**src/rtl/ex_result_skid.sv**
```systemverilog
// Two-entry skid buffer for the registered execute-stage result, feeding the memory stage.
// Optional CC_FLAGS_EN adds zero/sign flags carried with every buffered entry.
module ex_result_skid #(
  parameter int DATA_W = 4
) (
  input  logic              clk,
  input  logic              rst_n,
  input  logic              flush,
  input  logic              in_valid,
  output logic              in_ready,
  input  logic [DATA_W-1:0] in_data,
  output logic              out_valid,
  input  logic              out_ready,
  output logic [DATA_W-1:0] out_data,
`ifdef CC_FLAGS_EN
  output logic              out_zf,
  output logic              out_sf,
`endif
  output logic [1:0]        occ
);

  // Handshake: a beat moves on a side only in a cycle where valid and ready are both
  // high at the rising edge; ready never depends on valid, and in_ready depends on state only.
  typedef enum logic [1:0] {
    ST_EMPTY = 2'd0,
    ST_ONE   = 2'd1,
    ST_FULL  = 2'd2
  } state_e;

  state_e            state_q, state_d;
  logic [DATA_W-1:0] main_q, main_d;
  logic [DATA_W-1:0] skid_q, skid_d;
  logic              accept, take;

  assign in_ready  = (state_q != ST_FULL);
  assign out_valid = (state_q != ST_EMPTY);
  assign out_data  = main_q;
  assign occ       = state_q;   // state encoding doubles as occupancy
  assign accept    = in_valid & in_ready;
  assign take      = out_valid & out_ready;

`ifdef CC_FLAGS_EN
  logic main_zf_q, main_zf_d, main_sf_q, main_sf_d;
  logic skid_zf_q, skid_zf_d, skid_sf_q, skid_sf_d;
  logic in_zf, in_sf;

  assign in_zf  = (in_data == '0);
  assign in_sf  = in_data[DATA_W-1];
  assign out_zf = main_zf_q;
  assign out_sf = main_sf_q;
`endif

  always_comb begin
    state_d = state_q;
    main_d  = main_q;
    skid_d  = skid_q;
`ifdef CC_FLAGS_EN
    main_zf_d = main_zf_q;
    main_sf_d = main_sf_q;
    skid_zf_d = skid_zf_q;
    skid_sf_d = skid_sf_q;
`endif
    case (state_q)
      ST_EMPTY: begin
        if (accept) begin
          state_d = ST_ONE;
          main_d  = in_data;
`ifdef CC_FLAGS_EN
          main_zf_d = in_zf;
          main_sf_d = in_sf;
`endif
        end
      end
      ST_ONE: begin
        if (accept && take) begin
          main_d = in_data;
`ifdef CC_FLAGS_EN
          main_zf_d = in_zf;
          main_sf_d = in_sf;
`endif
        end else if (accept) begin
          state_d = ST_FULL;
          skid_d  = in_data;
`ifdef CC_FLAGS_EN
          skid_zf_d = in_zf;
          skid_sf_d = in_sf;
`endif
        end else if (take) begin
          state_d = ST_EMPTY;
        end
      end
      ST_FULL: begin
        if (take) begin
          state_d = ST_ONE;
          main_d  = skid_q;
`ifdef CC_FLAGS_EN
          main_zf_d = skid_zf_q;
          main_sf_d = skid_sf_q;
`endif
        end
      end
      default: state_d = ST_EMPTY;
    endcase
    // Flush only drops occupancy; data registers are left stale.
    if (flush) state_d = ST_EMPTY;
  end

  always_ff @(posedge clk or negedge rst_n) begin
    if (!rst_n) begin
      state_q <= ST_EMPTY;
      main_q  <= '0;
      skid_q  <= '0;
    end else begin
      state_q <= state_d;
      main_q  <= main_d;
      skid_q  <= skid_d;
    end
  end

`ifdef CC_FLAGS_EN
  always_ff @(posedge clk or negedge rst_n) begin
    if (!rst_n) begin
      main_zf_q <= 1'b0;
      main_sf_q <= 1'b0;
      skid_zf_q <= 1'b0;
      skid_sf_q <= 1'b0;
    end else begin
      main_zf_q <= main_zf_d;
      main_sf_q <= main_sf_d;
      skid_zf_q <= skid_zf_d;
      skid_sf_q <= skid_sf_d;
    end
  end
`endif

endmodule

```
**config.mk**
```make
export PLATFORM = sky130hd
export DESIGN_NAME = ex_result_skid
export DESIGN_NICKNAME = d
export VERILOG_FILES = /design/src/rtl/ex_result_skid.sv
export SDC_FILE = /design/constraint.sdc
export NUM_CORES = 1
export LEC_CHECK = 0
export BUFFER_PORTS_ARGS = -buffer_cell sky130_fd_sc_hd__clkbuf_2
export CAP_MARGIN = 10
export CORE_AREA = 2 2 39 41
export DETAILED_ROUTE_END_ITERATION = 12
export DIE_AREA = 0 0 41 43
export PLACE_DENSITY = 0.7
export SYNTH_ARGS = -nofsm -noshare
export SYNTH_HDL_FRONTEND = slang
export SYNTH_SLANG_ARGS = --single-unit
```
**constraint.sdc**
```tcl
create_clock -name clk -period 1.5 [get_ports clk]
set_clock_uncertainty 0.15 [all_clocks]
set_input_delay 0.075 -clock clk [delete_from_list [all_inputs] [get_ports clk]]
set_output_delay 0.075 -clock clk [all_outputs]
set_load 0.005 [all_outputs]
```
==> impl_results.md, run 1 <==
- Predominant post-synthesis flop cell: dfrtp_1
- Warnings, synthesis: 0
- Number of detailed-route iterations in the first pass: 3
- Final hold viol count: 0
- Number of buffers added by the clock tree synthesis step: 3
- Nets in the synthesized netlist: 45
- Total power consumption of the routed design: 0.704 mW
- Number of top-level design ports: 17
- Clock latency reported for the late side of the worst-skew pair: between 0.2 and 0.3 ns
- Most instantiated cells after synthesis: 10 x dfrtp_1, 8 x mux2_4, 4 x mux2_2
- Pin count of the biggest net entering global routing: 11
- Violated checks: setup timing
- Most used standard cell by instance count after synthesis: dfrtp_1
- Signed area change from the synthesized netlist to the final layout: 48.3%
- Number of max-cap violations: 0
- Final critical delay including setup and external delays: between 1.5 and 2 ns
- Number of max-slew violations in the final report: 0
- TritonCTS clock tree: done
- Count of vias placed by the detailed router: 383
- Initial antenna violation count: 0
- Std cell rows: 14
- Leakage: 0.384 nW
- Net count, final: 78
- Weighted congestion reported at the end of routability-driven placement: roughly 0.66
- Pwr dens: 912 nW/um^2
- Biggest area consumer among synthesized cells: dfrtp_1
- Remaining Overflow, GRT: 0
- Unique cell type count in the Yosys netlist: 17
- Die Width: 41 um
- Start-to-end type of the worst setup path: register to register
- Netlist area before placement: roughly 520 um^2
- Flop and latch count out of synthesis: 10
- Instance count of the mapped netlist: 36
- Largest driver fanout on the critical path: 6
- Detailed router's first-iteration violation count: 5
- Global-route wire length before repair: approximately 1.6 mm
- RSZ-0062 raised after global routing: yes
- Via count of the first global-routing pass: 397
- Die Height: approximately 43 um
- Proportion of synthesized chip area in sequential cells: 48.1%
- Number of levels in the clock H-tree: 1
- Aggregate routed wire length: 1.09 mm
- Critical Path RT: ~1.5 ns
- Fraction of registers with async set/reset: 100%
- Final setup violating endpoints: 4
- Non-filler cells in the finished layout: 83
- TritonCTS Sinks: 10
- Clk Tree Root Cell: clkbuf_4
- Post-route fraction of the period consumed by the critical path: 102%
- Worst slew pin tran: 0.256 ns
- Vias per cell: between 4 and 5
- Max rail drop VDD: 0.484 mV
- Remaining DRCs: 0
- Overall global routing resource usage: 13.2%
- Dominant cells by area after synthesis: dfrtp_1 48%, mux2_4 23%, mux2_2 8.7%
- Mean instance size in the synthesized netlist: 14.5 um^2
- Initial Utilization: around 38%
- Highest achievable clock rate: 652 MHz
- Yosys top cell area share: 48.1%
- Rel. slew slack: 83.0%
- Worst min-delay path category: input pin to asynchronous set/reset pin
- Half-perimeter wire length after placement: 719 um
- Number of buffers added on ports: 16
- Critical path launch point type: register
- CTS clock-pin slew for the worst setup and hold paths: 0.06 ns
- Deepest clock path buffer count: 2
- Core area: roughly 1400 um^2
- Status: complete, but fails checks
- Number of flops mapped to enable cells by yosys: 0
- Arrival @ worst endpoint: 1.52 ns
- Worst setup EP type: register
- Die footprint: ~1800 um^2
- Antenna viol nets, final: 0
- Number of antenna repair diodes: 0
- Minimum setup slack in the final design: -0.0332 ns
- Ratio of cells with drive above 1 in the final layout: between 60 and 70%
- Routed wirelength normalized by instance count: 13.1 um
- Cell total after placement: 71
==> per-layer routing <==
metal | GRT usage (%) | share of wire, % | vias to the layer above
met1 | 15.6 | 45 | 187
met5 | 0 | 0 | -
li1 | - | - | 188
met3 | 4.71 | 2.9 | 0
met2 | 21.3 | 52 | 8
met4 | 4.00 | 0 | 0
==> per-stage QoR <==
step	instance area [um^2]	setup WS (ns)	util, %	TNS, ns	hold WS, ns
after global routing	772	-0.0748	55.8	-0.327	0.0949
after CTS	739	-0.0386	53.4	-0.0970	0.0723
after floorplan	520	0.0116	-	0	-0.371
final	772	-0.0332	55.8	-0.0782	0.0670
after global placement	639	-0.0174	46.2	-0.0475	-0.198
after detailed placement	639	-0.0400	46.2	-0.107	-0.193
==> worst max-delay path, cell delays in order (launching register included) <==
cell	delay [ns]
dfrtp_2	0.45
nor2b_4	0.23
mux2_4	0.33
mux2_4	0.26
==> layout make-up <==
class                           count  area (um^2)
Fill cell                         114          612
Multi-Input combinational cell     24          277
Sequential cell                    10          251
Timing Repair Buffer               29          198
Clock buffer                        3         22.5
Tap cell                           16         20.0
Inverter                            1         3.75
==> where the power goes <==
group,total [mW],internal (mW),switching [mW]
Combinational,0.182,0.126,0.0562
Sequential,0.348,0.318,0.0300
Clock,0.174,0.0922,0.0819
==> cells in the final DEF, fill, tap and decap left out <==
| master | netlist | layout |
|---|---|---|
| a21bo_4 | 1 | 1 |
| a21oi_1 | 1 | 1 |
| a31oi_1 | 1 | 1 |
| and2b_2 | 0 | 1 |
| and2b_4 | 1 | 1 |
| buf_4 | 0 | 5 |
| clkbuf_2 | 0 | 16 |
| clkbuf_4 | 0 | 3 |
| dfrtp_1 | 10 | 9 |
| dfrtp_2 | 0 | 1 |
| dlygate4sd3_1 | 0 | 8 |
| inv_1 | 1 | 1 |
| mux2_4 | 8 | 12 |
| nand2_1 | 1 | 1 |
| nand2b_1 | 1 | 1 |
| nand3b_1 | 1 | 1 |
| nor2b_4 | 0 | 1 |
| nor3_1 | 1 | 1 |
| or2_2 | 1 | 1 |
| or3_2 | 1 | 1 |
==> state kept, by name, summed over array words and instances, names as in the netlist <==
register,count
skid_q,4
occ,2
out_data,4
==> kinds of logic after synthesis <==
family | after synthesis | share of synthesized area, %
flip-flops | 10 | 48.1
AND/OR/NAND/NOR | 9 | 12.0
buffers and inverters | 2 | 2.88
multiplexers | 12 | 31.7
AO/OA/AOI/OAI | 3 | 5.29
==> path summary, 6_finish.rpt <==
kind	start	end	slack, ns	cells after the start
worst max-delay path	occ[0]	out_data[1]	-0.03	3
worst min-delay path	rst_n	out_data[3]	0.07	2
worst max register to register	occ[0]	out_data[1]	-0.03	3
worst min register to register	out_data[0]	out_data[0]	0.36	1
max in group asynchronous	rst_n	occ[0]	0.91	2
min in group clk	out_ready	occ[0]	0.15	4
==> what timing repair did <==
item	CTS	global route
hold buffers	8	0
endpoints found under the hold margin	16	0
setup buffers	0	2
setup endpoints to repair	4	10
resized for setup	1	6
(Power assumes the default switching activity.)
==> run 2: changes to the inputs <==
PLACE_DENSITY = 0.67   (was 0.7)
clock period = 1.6 ns   (was 1.5 ns; I/O delays follow)
==> run 2 against run 1 <==
Against the previous run: via count fell by 3.1%; total power decreased by 1.5%; register-to-register slack gained 0.09 ns; routed wire length down 11%; final cell count down 2.4%; sequential cell count did not move; the flow now finishes without violations; first-iteration DRC count decreased by 80%; critical endpoint is now out_data[3]; sequential share of layout area increased by 0.65 points; sequential power shrank 6.6%; critical path type unchanged; fmax down 0.83%; global-route usage down 0.088 points; worst setup slack improved by 0.087 ns.
==> impl_results.md, run 2 (synthesized netlist as in run 1, its figures left out) <==
- Sequential share of power: 46.9% (-2.5 points)
- Final hold viol count: 0 (unchanged)
- Internal portion of total power: 0.535 mW (-0.12%)
- Vias per cell: 4.58 (-0.74%)
- Post-route fraction of the period consumed by the critical path: 96.6% (-5.6 points)
- Aggregate routed wire length: 972 um (-11%)
- Detailed router's first-iteration violation count: 1 (-4)
- Capture point of the worst reg-to-reg path: out_data[3]
- Count of vias placed by the detailed router: 371 (-3.1%)
- Number of antenna repair diodes: 0 (unchanged)
- CP peak stage delay: 0.48 ns (+0.03 ns)
- Highest achievable clock rate: 647 MHz (-0.83%)
- Seq. cell area: 250 um^2 (-0.50%)
- Number of buffers added on ports: 16 (unchanged)
- Half-perimeter wire length after placement: 686 um (-4.5%)
- Weighted congestion reported at the end of routability-driven placement: 0.691 (+4.2%)
- Status: finished, final reports clean
- TritonCTS clock tree: done
- Pwr dens: 920 nW/um^2 (+0.90%)
- Remaining DRCs: 0 (unchanged)
- Final setup violating endpoints: 0 (-4)
- Number of levels in the clock H-tree: 1 (unchanged)
- Combinational share of power: 21.0% (-4.8 points)
- Switching share of power: 22.8% (-1.1 points)
- Timing startpoint of the critical path: occ[0]
- Number of buffers added by the clock tree synthesis step: 3 (unchanged)
- Minimum setup slack in the final design: 0.0540 ns (+0.0872 ns)
- Master of the slowest instance on the critical path: dfrtp_1
- Critical path launch point type: register
- Worst min-delay path category: input pin to asynchronous set/reset pin
- Worst slew pin tran: 0.284 ns (+0.0281 ns)
- Overall global routing resource usage: 13.1% (-0.088 points)
- Clk Tree Root Cell: clkbuf_4
- # Post-CTS Setup Buffers: 0 (unchanged)
- Remaining Overflow, GRT: 0 (unchanged)
- Number of top-level design ports: 17 (unchanged)
- Signed area change from the synthesized netlist to the final layout: 44.7%
- Antenna viol nets, final: 0 (unchanged)
- Setup TNS Final: 0 ns (+0.0782 ns)
- Register-to-Register Setup Slack: 0.05 ns (+0.09 ns)
- Net count, final: 75 (-3.8%)
- Layout fillers: 122 (+7.0%)
- Worst setup EP type: register
- Initial Utilization: 37.6% (unchanged)
- Net Switching: 0.158 mW (-6.1%)
- Initial antenna violation count: 0 (unchanged)
- Die Width: 41 um (unchanged)
- Register-to-Register Path Depth: 3 (unchanged)
- Number of max-slew violations in the final report: 0 (unchanged)
- TritonCTS Sinks: 10 (unchanged)
- Final critical delay including setup and external delays: 1.55 ns (+0.0128 ns)
- Number of detailed-route iterations in the first pass: 2 (-1)
- Cell chain of the critical path: nor2b_4 > mux2_4 > mux2_4
- Critical Path RT: 1.60 ns (+0.11 ns)
- Most common library cell in the layout ignoring fill and taps: clkbuf_2
- Area used by multi-input combinational logic: 268 um^2 (-3.2%)
- Core area: 1380 um^2 (unchanged)
- Deepest clock path buffer count: 2 (unchanged)
- Global-route wire length before repair: 1.44 mm (-9.1%)
- Arrival @ worst endpoint: 1.55 ns (+0.03 ns)
- Largest driver fanout on the critical path: 6 (unchanged)
- RSZ-0062 raised after global routing: no
- Fraction of power consumed by the clock network: 32.1% (+7.4 points)
- Die footprint: 1760 um^2 (unchanged)
- Clock latency reported for the late side of the worst-skew pair: 0.26 ns (about the same)
- CTS clock-pin slew for the worst setup and hold paths: 0.06 ns (about the same)
- Pin count of the biggest net entering global routing: 11 (unchanged)
- Routed wirelength normalized by instance count: 12.0 um (-8.7%)
- Most frequent cell on the critical path: mux2_4
- Max rail drop VDD: 0.572 mV (+18%)
- Launch point of the worst reg-to-reg path: occ[0]
- End of the critical path: out_data[3]
- Commonest cells after routing, fill and taps aside: 16 x clkbuf_2, 10 x dfrtp_1, 8 x mux2_4, 8 x dlygate4sd3_1, 4 x mux2_2
- Leakage: 0.371 nW (-3.5%)
- Via count of the first global-routing pass: 348 (-12%)
- Std cell rows: 14 (unchanged)
- Rel. slew slack: 81.1% (-1.9 points)
- Start-to-end type of the worst setup path: register to register
- Number of max-cap violations: 0 (unchanged)
- Pre-CTS setup slack: 0.0336 ns (+0.0736 ns)
- Ratio of cells with drive above 1 in the final layout: 61.5% (-2.6 points)
- Die Height: 43 um (unchanged)
==> run 2: cell types whose count changed in the layout (fill, tap and decap cells not counted), sizes merged <==
cell    previous run  this run
buf                5         2
clkbuf            19        20
==> run 2: power groups by stage <==
stage                     Sequential [mW]  Combinational [mW]  Clock (mW)
after floorplan                     0.324              0.0829           0
after global placement              0.326               0.128           0
after detailed placement            0.329               0.129           0
after CTS                           0.324               0.145       0.233
after global routing                0.331               0.161       0.241
final                               0.325               0.145       0.222
==> run 2: worst min path at each step <==
stage	startpoint	endpoint	slack, ns	cells after the start
after floorplan	rst_n	occ[0]	-0.37	0
after global placement	rst_n	out_data[0]	-0.20	1
after detailed placement	rst_n	out_data[0]	-0.19	1
after CTS	rst_n	skid_q[3]	0.06	2
after global routing	rst_n	skid_q[2]	0.09	2
final	rst_n	skid_q[3]	0.06	2
==> run 2: critical path: cells and delay by family (launching register included) <==
kind / cells / cell delay [ns]
muxes: 2 / 0.57
and+or+nand+nor: 1 / 0.23
DFF: 1 / 0.48
==> run 2: timing repair <==
| action | CTS | global route |
|---|---|---|
| endpoints found under the hold margin | 16 | 0 |
| endpoints found under the setup margin | 0 | 9 |
| hold buffers | 8 | 0 |
| resized for setup | 0 | 2 |
==> run 2: final cells by class <==
class                   instances  share of cell area (%)
clock buffers                   4                    4.82
inverters                       1                   0.498
multi-input cells              24                    35.5
flip-flops and latches         10                    33.2
well taps                      16                    2.66
repair buffers                 26                    23.3
==> run 2: per-layer routing <==
metal  track usage (%)  up-vias  part of all wire, %
met5                 0        -                    0
met4              6.00        0                 0.93
met1              16.0      172                   45
met3              7.85        2                  5.8
met2              17.8       12                   48
li1                  -      185                    -
==> run 2: per-stage QoR <==
stage	utilization (%)	power, mW	cells	hold slack, ns	cell area, um^2
detailed placement	45.1	0.458	69	-0.190	624
floorplan	-	0.407	36	-0.366	520
global placement	45.1	0.454	69	-0.196	624
CTS	53.5	0.701	81	0.0592	741
finish	54.4	0.693	81	0.0616	753
global route	54.4	0.733	81	0.0875	753
